### src/rtl/game_pkg.sv
// Shared types and helpers for the game-flow controller.
// The lives feature is enabled by defining GAME_LEVEL_FSM_LIVES_EN.
package game_pkg;

    typedef enum logic [2:0] {
        START, LOAD, PLAY, TRANSITION, RESPAWN, VICTORY, OVER
    } game_state_t;

    localparam logic [2:0] GS_START      = 3'd0;
    localparam logic [2:0] GS_PLAY       = 3'd1;
    localparam logic [2:0] GS_TRANSITION = 3'd2;
    localparam logic [2:0] GS_RESPAWN    = 3'd3;
    localparam logic [2:0] GS_VICTORY    = 3'd4;
    localparam logic [2:0] GS_OVER       = 3'd5;

    // min(base + idx*step, cap), computed wide so it cannot wrap
    function automatic int sat_add(int base, int step, int idx, int cap);
        longint sum;
        sum = longint'(base) + longint'(step) * longint'(idx);
        return (sum > longint'(cap)) ? cap : int'(sum);
    endfunction

    // LOAD is reported as PLAY: the drawing side starts the new level there
    function automatic logic [2:0] gs_code(game_state_t s);
        logic [2:0] c;
        case (s)
            START:      c = GS_START;
            LOAD:       c = GS_PLAY;
            PLAY:       c = GS_PLAY;
            TRANSITION: c = GS_TRANSITION;
            RESPAWN:    c = GS_RESPAWN;
            VICTORY:    c = GS_VICTORY;
            OVER:       c = GS_OVER;
            default:    c = GS_START;
        endcase
        return c;
    endfunction

endpackage

### src/rtl/tick_timer.sv
// Counts slowClk ticks toward a target; done pulses on the target-th tick
// and the count wraps to zero. Held at zero while clear_i is high.
module tick_timer #(
    parameter int W = 8
) (
    input  logic         clk,
    input  logic         reset,
    input  logic         clear_i,
    input  logic         tick_i,
    input  logic [W-1:0] target_i,
    output logic         done_o
);

    logic [W-1:0] count_q;

    assign done_o = tick_i && !clear_i && (({1'b0, count_q} + 1'b1) == {1'b0, target_i});

    always_ff @(posedge clk) begin
        if (reset || clear_i) begin
            count_q <= '0;
        end else if (tick_i) begin
            count_q <= done_o ? '0 : count_q + 1'b1;
        end
    end

endmodule

### src/rtl/game_level_fsm.sv
// Parametrised game-flow controller: start, N levels, transitions, respawn,
// victory and game over. Lives/respawn enabled by GAME_LEVEL_FSM_LIVES_EN.
module game_level_fsm
    import game_pkg::*;
#(
    parameter int NUM_LEVELS       = 4,
    parameter int MAX_ENEMIES      = 4,
    parameter int ENEMIES_BASE     = 2,
    parameter int ENEMIES_STEP     = 1,
    parameter int SPEED_BASE       = 120,
    parameter int SPEED_STEP       = 120,
    parameter int TREE_BASE        = 8,
    parameter int TREE_STEP        = 0,
    parameter int TRANSITION_TICKS = 120,
    parameter int RESPAWN_TICKS    = 60,
    parameter int LIVES            = 3
) (
    input  logic                            clk,
    input  logic                            reset,
    input  logic                            playerDead,
    input  logic [MAX_ENEMIES-1:0]          shotEnemyCollision,
    input  logic                            slowClk,
    input  logic                            playerTrigger,
    output logic                            pause,
    output logic                            start_screen,
    output logic                            death_screen,
    output logic                            victory_screen,
    output logic [2:0]                      currentGameState,
    output logic [$clog2(NUM_LEVELS):0]     level,
    output logic [$clog2(MAX_ENEMIES):0]    enemiesRemaining,
    output logic [2:0]                      livesLeft,
    output logic [10:0]                     curEnemySpeed,
    output logic [3:0]                      tree_count,
    output logic                            newLevel
);

    localparam int LW = $clog2(NUM_LEVELS) + 1;
    localparam int EW = $clog2(MAX_ENEMIES) + 1;
    localparam int TW = $clog2((TRANSITION_TICKS > RESPAWN_TICKS ? TRANSITION_TICKS : RESPAWN_TICKS) + 1);

    game_state_t   state_q, state_d;
    logic [LW-1:0] level_q, level_d;
    logic [EW-1:0] enem_q, enem_d;
    logic          trig_q;
    logic          trig_rise;
    logic [EW-1:0] kills;
    logic [EW-1:0] lvl_enemies;
    logic          tmr_run, tmr_done;
    logic [TW-1:0] tmr_target;

    logic          pause_q, start_q, death_q, vic_q, newlvl_q;
    logic [2:0]    gs_q;

    assign trig_rise = playerTrigger & ~trig_q;

    always_comb begin
        kills = '0;
        for (int i = 0; i < MAX_ENEMIES; i++) begin
            kills = kills + EW'(shotEnemyCollision[i]);
        end
    end

    assign lvl_enemies   = EW'(sat_add(ENEMIES_BASE, ENEMIES_STEP, int'(level_q), MAX_ENEMIES));
    assign curEnemySpeed = 11'(sat_add(SPEED_BASE, SPEED_STEP, int'(level_q), 2047));
    assign tree_count    = 4'(sat_add(TREE_BASE, TREE_STEP, int'(level_q), 15));

`ifdef GAME_LEVEL_FSM_LIVES_EN
    logic [2:0] lives_q, lives_d;

    assign tmr_run    = (state_q == TRANSITION) || (state_q == RESPAWN);
    assign tmr_target = (state_q == RESPAWN) ? TW'(RESPAWN_TICKS) : TW'(TRANSITION_TICKS);
    assign livesLeft  = lives_q;
`else
    assign tmr_run    = (state_q == TRANSITION);
    assign tmr_target = TW'(TRANSITION_TICKS);
    assign livesLeft  = 3'd1;
`endif

    // Timer is held clear outside the timed states, so it is zero on every entry
    tick_timer #(.W(TW)) u_timer (
        .clk      (clk),
        .reset    (reset),
        .clear_i  (~tmr_run),
        .tick_i   (slowClk),
        .target_i (tmr_target),
        .done_o   (tmr_done)
    );

    always_comb begin
        state_d = state_q;
        level_d = level_q;
        enem_d  = enem_q;
`ifdef GAME_LEVEL_FSM_LIVES_EN
        lives_d = lives_q;
`endif
        unique case (state_q)
            START: begin
                if (trig_rise) begin
                    level_d = '0;
`ifdef GAME_LEVEL_FSM_LIVES_EN
                    lives_d = 3'(LIVES);
`endif
                    state_d = LOAD;
                end
            end
            LOAD: begin
                enem_d  = lvl_enemies;
                state_d = PLAY;
            end
            PLAY: begin
                // Clearing the level wins over a simultaneous death
                if (kills >= enem_q) begin
                    enem_d  = '0;
                    state_d = (level_q == LW'(NUM_LEVELS - 1)) ? VICTORY : TRANSITION;
                end else begin
                    enem_d = enem_q - kills;
                    if (playerDead) begin
`ifdef GAME_LEVEL_FSM_LIVES_EN
                        lives_d = lives_q - 3'd1;
                        state_d = (lives_q == 3'd1) ? OVER : RESPAWN;
`else
                        state_d = OVER;
`endif
                    end
                end
            end
            TRANSITION: begin
                if (tmr_done) begin
                    level_d = level_q + 1'b1;
                    state_d = LOAD;
                end
            end
`ifdef GAME_LEVEL_FSM_LIVES_EN
            RESPAWN: begin
                if (tmr_done) state_d = PLAY;
            end
`endif
            VICTORY, OVER: begin
                if (trig_rise) state_d = START;
            end
            default: state_d = START;
        endcase
    end

    always_ff @(posedge clk) begin
        if (reset) begin
            state_q  <= START;
            level_q  <= '0;
            enem_q   <= '0;
            trig_q   <= 1'b0;
            pause_q  <= 1'b1;
            start_q  <= 1'b1;
            death_q  <= 1'b0;
            vic_q    <= 1'b0;
            newlvl_q <= 1'b0;
            gs_q     <= GS_START;
`ifdef GAME_LEVEL_FSM_LIVES_EN
            lives_q  <= 3'(LIVES);
`endif
        end else begin
            state_q  <= state_d;
            level_q  <= level_d;
            enem_q   <= enem_d;
            trig_q   <= playerTrigger;
            pause_q  <= (state_d != PLAY);
            start_q  <= (state_d == START);
            death_q  <= (state_d == OVER);
            vic_q    <= (state_d == VICTORY);
            newlvl_q <= (state_d == LOAD);
            gs_q     <= gs_code(state_d);
`ifdef GAME_LEVEL_FSM_LIVES_EN
            lives_q  <= lives_d;
`endif
        end
    end

    assign pause            = pause_q;
    assign start_screen     = start_q;
    assign death_screen     = death_q;
    assign victory_screen   = vic_q;
    assign newLevel         = newlvl_q;
    assign currentGameState = gs_q;
    assign level            = level_q;
    assign enemiesRemaining = enem_q;

endmodule

### config.mk
export PLATFORM = sky130hd
export DESIGN_NAME = game_level_fsm
export DESIGN_NICKNAME = d
export VERILOG_FILES = /design/src/rtl/game_pkg.sv /design/src/rtl/tick_timer.sv /design/src/rtl/game_level_fsm.sv
export SDC_FILE = /design/constraint.sdc
export NUM_CORES = 1
export LEC_CHECK = 0
export BUFFER_PORTS_ARGS = -buffer_cell sky130_fd_sc_hd__buf_2
export CORE_MARGIN = 1
export CORE_UTILIZATION = 29
export CTS_CLUSTER_SIZE = 28
export DETAILED_ROUTE_END_ITERATION = 8
export MAX_ROUTING_LAYER = met4
export PLACE_DENSITY = 0.55
export SKIP_CTS_REPAIR_TIMING = 1
export SKIP_LAST_GASP = 1
export SLEW_MARGIN = 20
export SYNTH_ARGS = -nofsm -noshare
export SYNTH_HDL_FRONTEND = slang
export SYNTH_SLANG_ARGS = --single-unit
### constraint.sdc
create_clock -name clk -period 4.85 [get_ports clk]
set_clock_uncertainty 0.2 [all_clocks]
set_input_delay 0.2425 -clock clk [delete_from_list [all_inputs] [get_ports clk]]
set_output_delay 0.2425 -clock clk [all_outputs]
set_load 0.01 [all_outputs]
**After elaboration in Yosys (flattened, before gate mapping)**

Index checks and enable logic that the tools add are counted.

- $add $sub $neg: 9
- $mul: 1
- Div/mod/pow operators: 0
- $lt $le $gt $ge: 3
- Eq/ne operators: 16
- Shift-type cells: 0
- Multiplexer cells: 16
- Bitwise gates (word level): 3
- Reduce and logical (&&, ||, !) cells: 10

Operators by type and width:

| cell | number |
|---|---|
| $mux W3 | 10 |
| $pmux W3 S5 | 2 |
| $eq A3 B2 Y1 const B | 5 |
| $eq A3 B3 Y1 const B | 5 |
| $pmux W3 S2 | 2 |
| $add A7 B10 Y11 const A | 1 |
| $gt A11 B11 Y1 const B | 1 |
| $mux W11 | 1 |
| $add A7 B1 Y8 const B | 1 |
| $eq A8 B7 Y1 const B | 1 |
| $add A7 B1 Y7 const B | 1 |
| $mul A4 B3 Y7 const A | 1 |
| $mux W7 | 1 |
| $eq A3 B1 Y1 const B | 2 |
| $logic_not A3 Y1 | 2 |
| $add A2 B3 Y4 const A | 1 |
| $gt A4 B3 Y1 const B | 1 |
| $reduce_bool A2 Y1 | 2 |
| $reduce_or A2 Y1 | 2 |
| $add A2 B1 Y3 | 1 |
| $add A3 B1 Y3 | 1 |
| $add A3 B1 Y3 const B | 1 |
| $ge A3 B3 Y1 | 1 |
| $ne A3 B2 Y1 const B | 1 |
| 9 further kinds | 11 |

- Bits in registers: 25
- Bits in latches: 0
- Memory bits (writable): 0
- ROM bits: 0
- Bits of input ports: 9
- Output and inout bits: 32
- Word-level logic and storage cells: 69
- Memories kept: 0

**Depth between registers and ports, before layout**

Gate-level depths: netlist of the first run.

- Depth in word-level cells: 9
- Depth in mapped cells: 13
- Gate-level depth less buffers: 13

**Modules after synthesis**

From an unflattened synthesis of the first run, not the netlist that was laid out.

- Cells, all modules: 217
- Area, all modules: 1974.4 um2

By module, submodules not included:

| module | instances | cells each | area an instance (um2) | seq. area each (um2) |
|---|---|---|---|---|
| game_level_fsm | 1 | 156 | 1403.8 | 360.3 |
| tick_timer | 1 | 61 | 570.5 | 140.1 |

**Worst setup path before layout of the first run**

No wires, ideal clock.

- Kind: input to register
- Start: in shotEnemyCollision[0]
- End: reg pause_q (netlist: pause)
- Data arrival time: 3166 ps
- Required time: 4508 ps
- Slack: 1342 ps
- Stages on the path: 13
- Buffers on the path: 0
- Cell sequence: inv_1 > fa_1 > inv_1 > ha_1 > ha_1 > inv_1 > ha_1 > nor2b_1 > or3_1 > and2_1 > a21oi_1 > o22a_1 > or4b_2

- Word-level cells in the longest chain between the ends: 7

RTL lines:

| item | line | text |
|---|---|---|
| from (decl) | game_level_fsm.sv:21 | `input logic [MAX_ENEMIES-1:0] shotEnemyCollision,` |
| $add A1 B1 Y2 | game_level_fsm.sv:59 | `kills = kills + EW'(shotEnemyCollision[i]);` |
| $add A2 B1 Y3 | game_level_fsm.sv:59 |  |
| $add A3 B1 Y3 | game_level_fsm.sv:59 |  |
| $ge A3 B3 Y1 | game_level_fsm.sv:112 | `if (kills >= enem_q) begin` |
| $mux W3 | game_level_fsm.sv:112 |  |
| $pmux W3 S5 | game_level_fsm.sv:96 | `unique case (state_q)` |
| $ne A3 B2 Y1 | game_level_fsm.sv:165 | `pause_q <= (state_d != PLAY);` |
| to (signal assigned) | game_level_fsm.sv:165 |  |
| to (decl) | game_level_fsm.sv:51 | `logic pause_q, start_q, death_q, vic_q, newlvl_q;` |

Every way passes these cells.
A chain may end at the register's enable or synchronous reset.

**Worst setup path after layout of the first run**

Same ends and word-level chain as after synthesis.

==> results of run 1 <==
==> through the flow <==
stage / power [uW] / utilization / instances / setup slack, ns / instance area (um^2)
after floorplan: 411.2 / - / 210 / 1.342 / 1783
after global placement: 465.1 / 0.3406 / 298 / 1.136 / 1933
after detailed placement: 461.3 / 0.3406 / 298 / 1.093 / 1933
after CTS: 593.6 / 0.3492 / 302 / 1.377 / 1982
after global routing: 634.0 / 0.3492 / 302 / 1.203 / 1982
final: 584.5 / 0.3492 / 302 / 1.366 / 1982
==> cell type report <==
cell class / count / area share
multi-input combinational: 156 / 0.5732
timing repair buffer: 30 / 0.07576
clock buffer: 3 / 0.02083
clock inverter: 1 / 0.003788
sequential: 25 / 0.2525
tap: 72 / 0.04545
inverter: 15 / 0.02841
==> sequential cells by signal, indices dropped and copies added, names as in the netlist <==
name	cells
newLevel	1
level	3
u_timer.count_q	7
death_screen	1
state_q	3
victory_screen	1
currentGameState	3
trig_q	1
enemiesRemaining	3
pause	1
start_screen	1
==> metal layers <==
metal	vias up	wire length, um
met3	2	131
met2	28	1484
met5	-	0
met4	0	19
li1	724	-
met1	619	1690
==> cells in the final DEF (no fill, tap or decap), types with 2 or more instances in the layout <==
| cell | instances |
|---|---|
| sky130_fd_sc_hd__a31oi_1 | 3 |
| sky130_fd_sc_hd__nand3_1 | 9 |
| sky130_fd_sc_hd__a211oi_1 | 2 |
| sky130_fd_sc_hd__clkbuf_8 | 3 |
| sky130_fd_sc_hd__nor3_1 | 2 |
| sky130_fd_sc_hd__nor2b_1 | 6 |
| sky130_fd_sc_hd__and3_1 | 2 |
| sky130_fd_sc_hd__nand3b_1 | 5 |
| sky130_fd_sc_hd__buf_2 | 30 |
| sky130_fd_sc_hd__o21ai_0 | 5 |
| sky130_fd_sc_hd__dfxtp_1 | 25 |
| sky130_fd_sc_hd__nor2_1 | 14 |
| sky130_fd_sc_hd__a21oi_1 | 14 |
| sky130_fd_sc_hd__or2b_1 | 2 |
| sky130_fd_sc_hd__and2_1 | 2 |
| sky130_fd_sc_hd__fa_1 | 5 |
| sky130_fd_sc_hd__a21o_1 | 4 |
| sky130_fd_sc_hd__xnor2_1 | 10 |
| sky130_fd_sc_hd__xor2_1 | 4 |
| sky130_fd_sc_hd__o21a_1 | 2 |
| sky130_fd_sc_hd__a31o_2 | 2 |
| sky130_fd_sc_hd__nor3b_1 | 2 |
| sky130_fd_sc_hd__ha_1 | 19 |
| sky130_fd_sc_hd__nand2_1 | 9 |
| sky130_fd_sc_hd__conb_1 | 10 |
| sky130_fd_sc_hd__nand2b_1 | 9 |
| sky130_fd_sc_hd__inv_1 | 15 |
==> worst max path at each step <==
stage | from | end | cells after the start | slack [ns]
finish | shotEnemyCollision[0] | pause | 14 | 1.37
global route | shotEnemyCollision[0] | pause | 14 | 1.20
CTS | shotEnemyCollision[0] | pause | 14 | 1.38
detailed placement | shotEnemyCollision[0] | pause | 14 | 1.09
global placement | shotEnemyCollision[0] | pause | 14 | 1.14
floorplan | shotEnemyCollision[0] | pause | 13 | 1.34
==> critical path, cell delays in order <==
cell	delay, ns
sky130_fd_sc_hd__buf_2	0.07
sky130_fd_sc_hd__inv_1	0.04
sky130_fd_sc_hd__fa_1	0.53
sky130_fd_sc_hd__inv_1	0.04
sky130_fd_sc_hd__ha_1	0.17
sky130_fd_sc_hd__ha_1	0.31
sky130_fd_sc_hd__inv_1	0.05
sky130_fd_sc_hd__ha_1	0.27
sky130_fd_sc_hd__nor2b_1	0.14
sky130_fd_sc_hd__or3_1	0.34
sky130_fd_sc_hd__and2_1	0.18
sky130_fd_sc_hd__a21oi_1	0.12
sky130_fd_sc_hd__o22a_1	0.28
sky130_fd_sc_hd__or4b_2	0.61
==> kinds of logic (layout without fill, tap and decap cells) <==
group / after synthesis / after routing / share of synthesized area
DFF: 25 / 25 / 0.2855
and+or+nand+nor: 70 / 70 / 0.2256
AOI/OAI and AO/OA: 38 / 38 / 0.1385
xor gates and xnor gates: 14 / 14 / 0.06995
adders and majority gates: 24 / 24 / 0.1927
buffers and inverters: 29 / 49 / 0.08351
other: 2 / 10 / 0.004284
==> where the power goes <==
part           internal, uW  switching (uW)  total, uW
Combinational          88.8             121        210
Clock                  58.2            68.9        127
Sequential              231            16.3        247
Total                   378             206        585
==> impl_metrics.env, run 1 <==
export IMPL_cts_buf_count=3
export IMPL_drive_gt1_frac=0.1696
export IMPL_cts_htree_levels=1
export IMPL_layout_nets=264
export IMPL_timing_hold_violations_final=0
export IMPL_dp_hpwl_um=2504
export IMPL_netlist_top_cells_area="sky130_fd_sc_hd__dfxtp_1 (29%), sky130_fd_sc_hd__ha_1 (14%), sky130_fd_sc_hd__fa_1 (5.7%), sky130_fd_sc_hd__xnor2_1 (5.0%), sky130_fd_sc_hd__buf_4 (4.3%)"
export IMPL_avgRoutedWirePerCell_um=11.01
export IMPL_synthFlopType="sky130_fd_sc_hd__dfxtp_1"
export IMPL_postSynthAreaPerCell_um2=8.678
export IMPL_totalNegativeSetupSlack_ns=0
export IMPL_maxClockFrequency_mhz=287.0
export IMPL_worst_r2r_cell_count=7
export IMPL_timing_slew_headroom=0.6669
export IMPL_period_minus_slack_ns=3.484
export IMPL_synthMostInstantiatedCell="sky130_fd_sc_hd__dfxtp_1"
export IMPL_vias=1373
export IMPL_netlist_area_mm2=0.001753
export IMPL_grt_max_degree=18
export IMPL_worstHoldStart="playerTrigger"
export IMPL_seq_area_frac_synth=0.2855
export IMPL_postSynth_asyncResetShare=0
export IMPL_finalWeightedCongestion=0.7846
export IMPL_synthesized_flop_and_latch_total=25
export IMPL_ir_drop_uv=232.5
export IMPL_cts_tree="done"
export IMPL_io_pins=41
export IMPL_cts_sink_count=25
export IMPL_ff_latch_area_um2=500.5
export IMPL_end_kind="register"
export IMPL_cp_data_required_time_ns=4.79
export IMPL_wirelength_um=3324
export IMPL_syn_instance_count=202
export IMPL_multi_input_area_mm2=0.001136
export IMPL_drv_slew=0
export IMPL_netlist_top_cell_by_area="sky130_fd_sc_hd__dfxtp_1"
export IMPL_met2_routing_resource_usage_after_global_routing=0.1786
export IMPL_worst_path_max_fanout=8
export IMPL_power_leakage_uw=0.0008625
export IMPL_grt_pass1_wl_um=5540
export IMPL_synthToLayoutAreaGrowth_pct=13.06
export IMPL_worstSkewPairLatency_ns=0.27
export IMPL_grt_antenna_before_repair=0
export IMPL_grt_most_used_layer="met2"
export IMPL_path_clk_slew_ns=0.09
export IMPL_outcome="finished clean"
export IMPL_placement_rows=27
export IMPL_netlist_area_leader_share=0.2855
export IMPL_initial_utilization=0.3089
export IMPL_crit_reg2reg_capture="currentGameState[0]"
export IMPL_detail_route_vias_per_cell=4.546
export IMPL_n_antenna_cell=0
export IMPL_dieArea_mm2=0.006359
export IMPL_fp_dieH_um=79.75
export IMPL_setup_viol_count_final=0
export IMPL_fillerInstances=593
export IMPL_grt_util_met1=0.1487
export IMPL_grt_setup_unrepaired="no"
export IMPL_grt_pass1_vias=1273
export IMPL_use_met3=0.02400
export IMPL_power_density_mw_per_mm2=294.9
export IMPL_drt_first_iter_violations=29
export IMPL_remaining_antenna_violation_count_after_routing=0
export IMPL_period_share=0.7183
export IMPL_root_buffer="sky130_fd_sc_hd__clkbuf_8"
export IMPL_synth_cells_most_frequent="sky130_fd_sc_hd__dfxtp_1 (25), sky130_fd_sc_hd__ha_1 (19), sky130_fd_sc_hd__inv_1 (15)"
export IMPL_hold_ws_ns=0.001024
export IMPL_drt_pre_antenna_iters=4
export IMPL_grt_usage=0.1120
export IMPL_holdPathEnd="trig_q"
export IMPL_rr_startpoint="u_timer.count_q[0]"
export IMPL_drc=0
export IMPL_cp_arrival_ns=3.43
export IMPL_synth_lib_cells_used_distinct=41
export IMPL_min_path_cells=2
export IMPL_coreArea_mm2=0.005675
export IMPL_chipWidth_um=79.75
export IMPL_grt_overflow_total=0
export IMPL_regToRegSetupSlack_ns=2.09
export IMPL_buffer_ports_inserted=30
export IMPL_timing_max_cap_violations=0
export IMPL_synth_edff_count=0
export IMPL_ctsLongestPathBuffers=2
export IMPL_crit_type="input pin to register"
export IMPL_tightest_slew_ns=0.4932
export IMPL_crit_path_start_kind="input pin"
export IMPL_min_path_type="input pin to register"
export IMPL_yosys_warnings=0
No activity file was read; power rests on OpenSTA's default activity.
==> run 2: changes to the inputs <==
PLACE_DENSITY = 0.57   (was 0.55)
clock period = 3.2 ns   (was 4.85 ns; I/O delays follow)
==> run 2 against run 1 <==
Via count increased by 2.5%. Clock-buffer cell count increased by 1. Critical path depth did not move. First-iteration DRC count up 90%. Final cell count grew 4.0%. Die area is the same. Critical endpoint unchanged.
==> impl_metrics.env, run 2 (synthesized netlist as in run 1, its figures left out) <==
export IMPL_drv_slew=0
export IMPL_ctsLongestPathBuffers=2
export IMPL_grt_max_degree=18
export IMPL_timing_max_cap_violations=0
export IMPL_grt_overflow_total=0
export IMPL_grt_pass1_vias=1303
export IMPL_worstSetupEndpoint="pause"
export IMPL_multi_input_area_mm2=0.001186
export IMPL_ff_latch_area_um2=500.5
export IMPL_ir_drop_uv=275.0
export IMPL_cp_arrival_ns=3.01
export IMPL_regToRegSetupSlack_ns=0.50
export IMPL_worst_setup_path_startpoint="shotEnemyCollision[3]"
export IMPL_wirelength_um=3529
export IMPL_remaining_antenna_violation_count_after_routing=0
export IMPL_worstHoldStart="reset"
export IMPL_power_leakage_uw=0.0009294
export IMPL_buffer_ports_inserted=30
export IMPL_coreArea_mm2=0.005675
export IMPL_timing_slew_headroom=0.6734
export IMPL_vias=1407
export IMPL_fp_dieH_um=79.75
export IMPL_drt_first_iter_violations=55
export IMPL_standard_cell_area_after_detailed_placement_mm2=0.002073
export IMPL_path_clk_slew_ns=0.09
export IMPL_root_buffer="sky130_fd_sc_hd__clkbuf_8"
export IMPL_detail_route_vias_per_cell=4.481
export IMPL_drive_gt1_frac=0.2397
export IMPL_period_share=0.9549
export IMPL_layout_nets=276
export IMPL_outcome="finished clean"
export IMPL_mostFrequentLayoutCell="sky130_fd_sc_hd__buf_2"
export IMPL_tightest_slew_ns=0.4835
export IMPL_dieArea_mm2=0.006359
export IMPL_top_register="u_timer.count_q"
export IMPL_worst_path_max_fanout=3
export IMPL_grt_antenna_before_repair=0
export IMPL_cts_tree="done"
export IMPL_grt_pass1_wl_um=5982
export IMPL_crit_reg2reg_capture="level[2]"
export IMPL_min_path_cells=2
export IMPL_timing_hold_violations_final=0
export IMPL_placement_rows=27
export IMPL_commonest_cells_after_routing_fill_and_taps_aside="sky130_fd_sc_hd__buf_2 (30), sky130_fd_sc_hd__dfxtp_1 (25), sky130_fd_sc_hd__ha_1 (16), sky130_fd_sc_hd__nor2_1 (14)"
export IMPL_crit_type="input pin to register"
export IMPL_timing_critical_path_slowest_cell_delay_ns=0.53
export IMPL_rr_startpoint="u_timer.count_q[0]"
export IMPL_crit_path_start_kind="input pin"
export IMPL_end_kind="register"
export IMPL_grt_setup_unrepaired="no"
export IMPL_finalCoreUtilization=0.3750
export IMPL_period_minus_slack_ns=3.056
export IMPL_drt_pre_antenna_iters=4
export IMPL_chipWidth_um=79.75
export IMPL_worstSkewPairLatency_ns=0.27
export IMPL_power_density_mw_per_mm2=459.7
export IMPL_synthToLayoutAreaGrowth_pct=21.41
export IMPL_cts_buf_count=3
export IMPL_dp_hpwl_um=2725
export IMPL_cts_htree_levels=1
export IMPL_critical_path_top_cell_by_count="sky130_fd_sc_hd__ha_4"
export IMPL_worst_path_max_delay_cell="sky130_fd_sc_hd__fa_1"
export IMPL_min_path_type="input pin to register"
export IMPL_maxClockFrequency_mhz=327.3
export IMPL_cp_cell_sequence="buf_2 -> inv_8 -> fa_1 -> inv_1 -> ha_2 -> ha_4 -> inv_2 -> ha_4 -> nor2b_4 -> or3_4 -> and2_4 -> a21oi_2 -> o22a_1 -> or4b_4"
export IMPL_worst_r2r_cell_count=7
export IMPL_n_antenna_cell=0
export IMPL_postLayoutCellArea_mm2=0.002128
export IMPL_cp_data_required_time_ns=3.15
export IMPL_avgRoutedWirePerCell_um=11.24
export IMPL_largest_register_ff_count=7
export IMPL_drc=0
export IMPL_io_pins=41
export IMPL_setup_viol_count_final=0
export IMPL_fillerInstances=599
export IMPL_finalWeightedCongestion=0.8423
export IMPL_grt_usage=0.1224
export IMPL_initial_utilization=0.3089
export IMPL_cts_sink_count=25
[run 2: cell type report]
| type | instances | area share |
|---|---|---|
| multi-input cells | 156 | 0.5573 |
| flip-flops and latches | 25 | 0.2352 |
| repair buffers | 42 | 0.1141 |
| well taps | 72 | 0.04233 |
| inverters | 15 | 0.02998 |
| clock buffers | 4 | 0.02116 |
[run 2: how the worst min path moves through the flow]
stage / end / slack, ns
final: state_q[2] / 0.05
after global routing: u_timer.count_q[4] / 0.05
after CTS: trig_q / -0.06
after detailed placement: trig_q / 0.23
after global placement: trig_q / 0.19
after floorplan: trig_q / 0.09
[run 2: routing by layer]
metal / vias to the layer above / share of wire / GRT usage
met5: - / 0 / -
met4: 0 / 0.0031 / 0.02500
met3: 2 / 0.053 / 0.03200
met2: 31 / 0.46 / 0.1880
met1: 629 / 0.48 / 0.1618
li1: 745 / - / -
[run 2: through the flow]
stage / hold WS (ns) / std cells / TNS [ns] / power, uW / setup WS (ns)
6_report: 0.04987 / 314 / 0 / 978.4 / 0.1443
2_1_floorplan: 0.08818 / 210 / -0.02433 / 667.7 / -0.02433
3_3_place_gp: 0.1936 / 309 / -0.5576 / 792.3 / -0.1097
3_5_place_dp: 0.2293 / 309 / -0.9552 / 793.3 / -0.1761
4_1_cts: -0.05541 / 313 / 0 / 992.6 / 0.1104
5_1_grt: 0.05292 / 314 / 0 / 1070 / 0.02039
[run 2: power breakdown]
group	leakage (uW)	total [uW]	internal (uW)	switching, uW
logic	0.000703	409	202	208
clock network	0.0000228	191	89.2	102
registers	0.000203	378	350	27.8
[run 2: worst max-delay path: cells and delay by family]
kind / cells / cell delay (ns)
adders and majority gates: 4 / 1.21
buffers and inverters: 4 / 0.25
and+or+nand+nor: 4 / 1.09
AOI/OAI and AO/OA: 2 / 0.30
